## src/rtl/data_mem_arbiter.sv

```systemverilog
// data_mem_arbiter
// Shares one single-port data memory between the processor core and a
// debug/loader port. The core normally wins. A run counter forces a debug
// slot after MAX_CORE_RUN consecutive core grants while debug waits. Debug
// may lock the memory for burst loads. Read data comes back one cycle after
// the grant and is steered to whichever side issued the read.
module data_mem_arbiter #(
    parameter int ADDR_W       = 12,
    parameter int DATA_W       = 16,
    parameter int MAX_CORE_RUN = 4
) (
    input  logic              CLK,
    input  logic              reset,

    input  logic              core_req,
    input  logic              core_we,
    input  logic [ADDR_W-1:0] core_addr,
    input  logic [DATA_W-1:0] core_wdata,
    output logic              core_gnt,
    output logic              core_stall,
    output logic              core_rvalid,
    output logic [DATA_W-1:0] core_rdata,

    input  logic              dbg_req,
    input  logic              dbg_we,
    input  logic [ADDR_W-1:0] dbg_addr,
    input  logic [DATA_W-1:0] dbg_wdata,
    input  logic              dbg_lock,
    output logic              dbg_gnt,
    output logic              dbg_owns,
    output logic              dbg_rvalid,
    output logic [DATA_W-1:0] dbg_rdata,

    output logic [ADDR_W-1:0] mem_addr,
    output logic              mem_we,
    output logic [DATA_W-1:0] mem_din,
    input  logic [DATA_W-1:0] mem_dout
);

    localparam int              CNT_W     = $clog2(MAX_CORE_RUN + 1);
    localparam logic [CNT_W-1:0] RUN_LIMIT = CNT_W'(MAX_CORE_RUN);

    typedef enum logic {
        SHARED = 1'b0,
        LOCKED = 1'b1
    } lock_state_t;

    lock_state_t      state;
    logic [CNT_W-1:0] run_cnt;
    logic [1:0]       rd_tag;   // {core_rd, dbg_rd} of the previous cycle's grant

    // Pick this cycle's winner: lock owner first, then starvation guard, then core.
    always_comb begin
        // NOTE: every output gets a default first so no path leaves it unassigned (no latch).
        core_gnt = 1'b0;
        dbg_gnt  = 1'b0;
        if (!reset) begin
            if (dbg_owns) begin
                dbg_gnt = dbg_req;
            end else if (core_req && dbg_req && (run_cnt == RUN_LIMIT)) begin
                dbg_gnt = 1'b1;
            end else if (core_req) begin
                core_gnt = 1'b1;
            end else if (dbg_req) begin
                dbg_gnt = 1'b1;
            end
        end
    end

    assign core_stall = core_req & ~core_gnt;

    // Drive the memory from the winner; park everything at zero when idle.
    always_comb begin
        mem_addr = '0;
        mem_we   = 1'b0;
        mem_din  = '0;
        if (core_gnt) begin
            mem_addr = core_addr;
            mem_we   = core_we;
            mem_din  = core_wdata;
        end else if (dbg_gnt) begin
            mem_addr = dbg_addr;
            mem_we   = dbg_we;
            mem_din  = dbg_wdata;
        end
    end

    // Count consecutive core grants while debug is waiting, saturating at the limit.
    always_ff @(posedge CLK) begin
        // NOTE: state registers use non-blocking assignment so every flop samples pre-edge values.
        if (reset) begin
            run_cnt <= '0;
        end else if (!dbg_req || dbg_gnt) begin
            run_cnt <= '0;
        end else if (core_gnt && (run_cnt != RUN_LIMIT)) begin
            run_cnt <= run_cnt + 1'b1;
        end
    end

    // Lock FSM: a granted locked debug access takes ownership, dropping dbg_lock releases it.
    always_ff @(posedge CLK) begin
        if (reset) begin
            state    <= SHARED;
            dbg_owns <= 1'b0;
        end else begin
            case (state)
                SHARED: begin
                    if (dbg_gnt && dbg_lock) begin
                        state    <= LOCKED;
                        dbg_owns <= 1'b1;
                    end
                end
                LOCKED: begin
                    if (!dbg_lock) begin
                        state    <= SHARED;
                        dbg_owns <= 1'b0;
                    end
                end
                default: begin
                    state    <= SHARED;
                    dbg_owns <= 1'b0;
                end
            endcase
        end
    end

    // Remember which side issued a read so the returning data can be steered.
    always_ff @(posedge CLK) begin
        if (reset) begin
            rd_tag <= 2'b00;
        end else begin
            rd_tag <= {core_gnt & ~core_we, dbg_gnt & ~dbg_we};
        end
    end

    // A read whose data would return during reset is dropped, so gate with reset.
    assign core_rvalid = rd_tag[1] & ~reset;
    assign dbg_rvalid  = rd_tag[0] & ~reset;
    assign core_rdata  = core_rvalid ? mem_dout : '0;
    assign dbg_rdata   = dbg_rvalid  ? mem_dout : '0;

endmodule

```

## config.mk

```make
export PLATFORM = sky130hd
export DESIGN_NAME = data_mem_arbiter
export DESIGN_NICKNAME = d
export VERILOG_FILES = /design/src/rtl/data_mem_arbiter.sv
export SDC_FILE = /design/constraint.sdc
export NUM_CORES = 1
export LEC_CHECK = 0
export CAP_MARGIN = 20
export CORE_ASPECT_RATIO = 0.9
export CORE_MARGIN = 3
export CORE_UTILIZATION = 20
export CTS_CLUSTER_SIZE = 30
export DETAILED_ROUTE_END_ITERATION = 10
export PLACE_DENSITY = 0.85
export SETUP_SLACK_MARGIN = 0.15
export SLEW_MARGIN = 20
export SYNTH_ARGS = -nofsm -noshare
export SYNTH_HDL_FRONTEND = slang
export SYNTH_SLANG_ARGS = --single-unit
export TNS_END_PERCENT = 50
```

## constraint.sdc

```tcl
create_clock -name CLK -period 1.44 [get_ports CLK]
set_clock_uncertainty 0.1 [all_clocks]
set_input_delay 0.144 -clock CLK [delete_from_list [all_inputs] [get_ports CLK]]
set_output_delay 0.144 -clock CLK [all_outputs]
set_load 0.005 [all_outputs]
```

# Word level (Yosys, flattened, before mapping)

Index checks and enable logic that the tools add are counted.

Add/subtract/negate cells: 1
Eq/ne operators: 4
Multiplexer cells: 23
Bitwise gates (word level): 10
Reduce and logical (&&, ||, !) cells: 8

Operator list:

| operator                                     | count |
|---|---|
| two-way mux 16 bit                           | 4 |
| two-way mux 12 bit                           | 2 |
| two-way mux 1 bit                            | 15 |
| bitwise AND 1 bit                            | 5 |
| inverter 1 bit                               | 5 |
| logical AND 1 bit                            | 4 |
| inequality test 2 bit, second input constant | 2 |
| case mux 1 bit (2 select lines)              | 2 |
| adder 3 x 1 -> 3 bit, second input constant  | 1 |
| == test 3 bit, second input constant         | 1 |
| inequality test 3 bit, second input constant | 1 |
| AND reduction 2 bit                          | 1 |
| OR reduction 2 bit                           | 1 |
| zero test 1 bit                              | 1 |
| logical OR 1 bit                             | 1 |

Bits in registers: 7
Input bits: 79

# Depth between registers and ports, before layout

Word-level depth: 8
Mapped depth: 7

# Worst setup path before layout

OpenSTA, ideal clock, no wires.

Kind: reg2out
From: reg run_cnt[0]
To: out mem_din[10]
Data arrival time: 1,288 ps
Required time: 1,196 ps
Slack: -92 ps
Stages on the path, launching flop included: 7
Path buffers: 1
Cell sequence: dfxtp_1 > inv_1 > ha_1 > and3_4 > nor3_4 > buf_6 > a22o_1

RTL lines:

| what                   | RTL line | RTL |
|---|---|---|
| from (decl)            | 49       | `logic [CNT_W-1:0] run_cnt;` |
| from (signal assigned) | 96       | `run_cnt <= run_cnt + 1'b1;` |
| == test 3 bit          | 60       | `end else if (core_req && dbg_req && (run_cnt == RUN_LIMIT)) begin` |
| logical AND 1 bit      | 60       |  |
| two-way mux 1 bit      | 60       |  |
| two-way mux 1 bit      | 58       | `if (dbg_owns) begin` |
| two-way mux 1 bit      | 57       | `if (!reset) begin` |
| named net core_gnt     | 19       | `output logic core_gnt,` |
| two-way mux 16 bit     | 77       | `if (core_gnt) begin` |
| to (decl)              | 36       | `output logic [DATA_W-1:0] mem_din,` |

The timed path passes the listed nets, and every way through them passes these cells.

# Final worst setup path

From: reg run_cnt[0]
To: out mem_addr[7]

Cells in the longest elaborated chain, start to end: 7

Ends and longest elaborated chain:

| what                   | RTL line | RTL |
|---|---|---|
| == test 3 bit (*)      | 60       |  |
| logical AND 1 bit (*)  | 60       |  |
| two-way mux 1 bit      | 60       |  |
| two-way mux 1 bit      | 58       |  |
| two-way mux 1 bit      | 57       |  |
| two-way mux 12 bit     | 81       | `end else if (dbg_gnt) begin` |
| two-way mux 12 bit (*) | 77       |  |
| to (decl)              | 34       | `output logic [ADDR_W-1:0] mem_addr,` |

Every way passes the cells marked *; elsewhere a longest branch is shown, timed or not.

==> out/results.ini <==
[status]
run_status = finished, violations left
violations = setup timing

[clock_network]
h-tree-depth = 1
cts_tree = done
numCtsBuffers = 3
clockRootBuffer = clkbuf_8
cts_buffer_depth = 2
cts.clk_slew.worst_paths_ps = 40
clock_latency_ps = 230
hold_buffers = 0
cts.sinks = 7

[die]
ios = 146
die_w_um = 76.5
start_util = 0.214
row_count = 22
dieArea_um2 = 5310
die_y_um = 69.5
core_um2 = 4180

[power_and_ir_drop]
pwr-share-comb = 0.539
p_leak_nw = 1.26
irDropWorstVdd_mv = 0.488
seqPwrFrac = 0.197
powerDensity_nw_per_um2 = 415
clkPwrFrac = 0.264
p_sw_mw = 0.259
switching_share = 0.248
p_int_mw = 0.787

[timing]
final.period_utilization = 1.36
fmaxAchievable_mhz = 511
worst_pin_slew_ps = 219
fin_ws_ps = -517
hold_viol_final = 0
min_period_ps = 1960
setup_viol = 32
finalMaxSlewViolations = 0
relSlewSlack = 0.852
rsz0062_at_grt = true

[grt]
grt_overflow = 0
grt_pass1_wl_um = 7350
antenna_found_initial = 0
grt_max_degree = 20
grt_usage = 0.170
grt_pass1_vias = 1399

[detailed_routing]
route.detailed.drc = 0
via_count = 1451
first_pass_iters = 4
wl_per_cell_um = 14.3
ant_nets = 0
drtIter0Drc = 24
routed_wl_um = 4790
drt-vias-per-instance = 4.33

[synth]
synthCells = 106
synth-seq-cells = 7
synth_top_flop_cell = dfxtp_1
synthesis.nets = 187
synth-seq-area-share = 0.157
synth.cell_area_um2 = 895
synth_top_area_share = 0.284
ys_top_cells_by_count = and2_1 (32), a22o_1 (29), dfxtp_1 (7)
synth_edf_count = 0
synth_top_cell_by_area = a22o_1
synth.area.top_cells = a22o_1 (28%), and2_1 (22%), dfxtp_1 (16%)
avgSynthCellArea_um2 = 8.44
yosys.cell_types.count = 24
ys_warn_count = 0
synth_most_common_cell = and2_1
async_reset_ff_frac = 0

[layout]
diodes = 0
fillerInstances = 403
register_area_um2 = 145
multiInputGateArea_um2 = 732
post-route-util = 0.603
final_nets = 357
syn_to_final_growth_pct = 182
layout-drive-gt1-share = 0.455

[placed_design]
port_buffers = 145
place_hpwl_um = 3630
gp_congestion = 0.710
pre_cts_slack_ps = -735

[worst_setup_path]
critPathLaunchType = flip-flop
arrival_ps = 1710
critical_path_class = reg -> out
crit_path_end_kind = output port
worst-path-max-fanout = 5
worst-endpoint-required_ps = 1200

[min_path]
hold_path.class = in -> reg

[run]
cap_viol_max_count = 0

-- cells in the final DEF (no fill, tap or decap) --
cell type,count
dfxtp_2,4
dlygate4sd2_1,1
o21ai_0,1
ha_4,1
xnor2_1,1
inv_4,1
a22o_1,29
ha_1,1
and2_4,12
buf_4,9
clkdlybuf4s50_1,77
buf_2,53
inv_2,2
nand2b_4,1
inv_1,3
dfxtp_1,3
nor2b_1,1
nor2_1,1
nor4_1,1
buf_16,3
nor3_4,1
and2_1,20
nor3_1,3
clkdlybuf4s15_1,1
nand2_1,3
clkbuf_8,3
and3_4,1
o211a_1,1
nand2b_1,1
a21o_4,1
buf_6,20
clkbuf_1,1
and2b_2,5
and2b_4,3
o211ai_1,1
clkbuf_2,2
buf_12,3
-- logic make-up after synthesis --
family,synth area share
flops,0.157
buf+inv,0.115
compound gates,0.326
fa+ha+maj,0.0280
simple gates,0.365
xor+xnor,0.00979
-- area by class of cell --
cell class,instances,share of cell area
Timing Repair Buffer,169,0.595
Tap cell,60,0.0298
Sequential cell,7,0.0575
Clock buffer,4,0.0179
Inverter,6,0.00992
Multi-Input combinational cell,89,0.290
-- metrics by stage --
step,instances,TNS (ps),area (um^2),hold WS [ps],total power [mW]
floorplan,106,-1340,910,116,0.357
global placement,314,-42020,2480,381,0.752
detailed placement,314,-43240,2480,391,0.759
CTS,334,-15390,2450,158,1.05
global route,335,-17910,2520,174,1.10
finish,335,-15540,2520,156,1.05
-- power groups by stage --
stage | logic, mW | registers [mW] | clock network, mW
finish | 0.564 | 0.206 | 0.277
global route | 0.601 | 0.206 | 0.298
CTS | 0.555 | 0.206 | 0.287
detailed placement | 0.552 | 0.207 | 0
global placement | 0.545 | 0.207 | 0
floorplan | 0.149 | 0.208 | 0
-- per-layer routing --
layer / routed length, um / track usage / vias up / share of wire
met3: 353 / 0.0390 / 4 / 0.074
met5: 0 / 0 / - / 0
met1: 1970 / 0.203 / 652 / 0.41
met2: 2420 / 0.306 / 71 / 0.51
met4: 47 / 0.0382 / 0 / 0.0098
li1: - / - / 724 / -
-- final timing paths --
| path | from | to | slack [ps] | depth (start not counted) |
|---|---|---|---|---|
| max | run_cnt[0]$_SDFFE_PP0P_ | mem_addr[7] | -520 | 9 |
| min | reset | rd_tag[1]$_SDFF_PP0_ | 160 | 3 |
| max reg2reg | run_cnt[0]$_SDFFE_PP0P_ | state$_SDFF_PP0_ | 100 | 7 |
| min reg2reg | state$_SDFF_PP0_ | state$_SDFF_PP0_ | 400 | 1 |
-- critical path: stages (launching register included) --
cell,delay (ps)
dfxtp_2,320
inv_2,40
ha_4,150
and3_4,180
nor3_4,180
buf_4,140
buf_6,120
buf_16,110
a22o_1,120
buf_2,110
-- repair_timing --
action,4_1_cts,5_1_grt
setup buffers,8,1
cloned,8,0
setup endpoints to repair,68,58
pin swaps,34,27
gates resized for setup,286,22
-- registers in the layout (all words and copies together) (netlist names) --
signal and count:
dbg_owns 1, run_cnt 3, state 1, rd_tag 2
No activity file was read; power rests on OpenSTA's default activity.
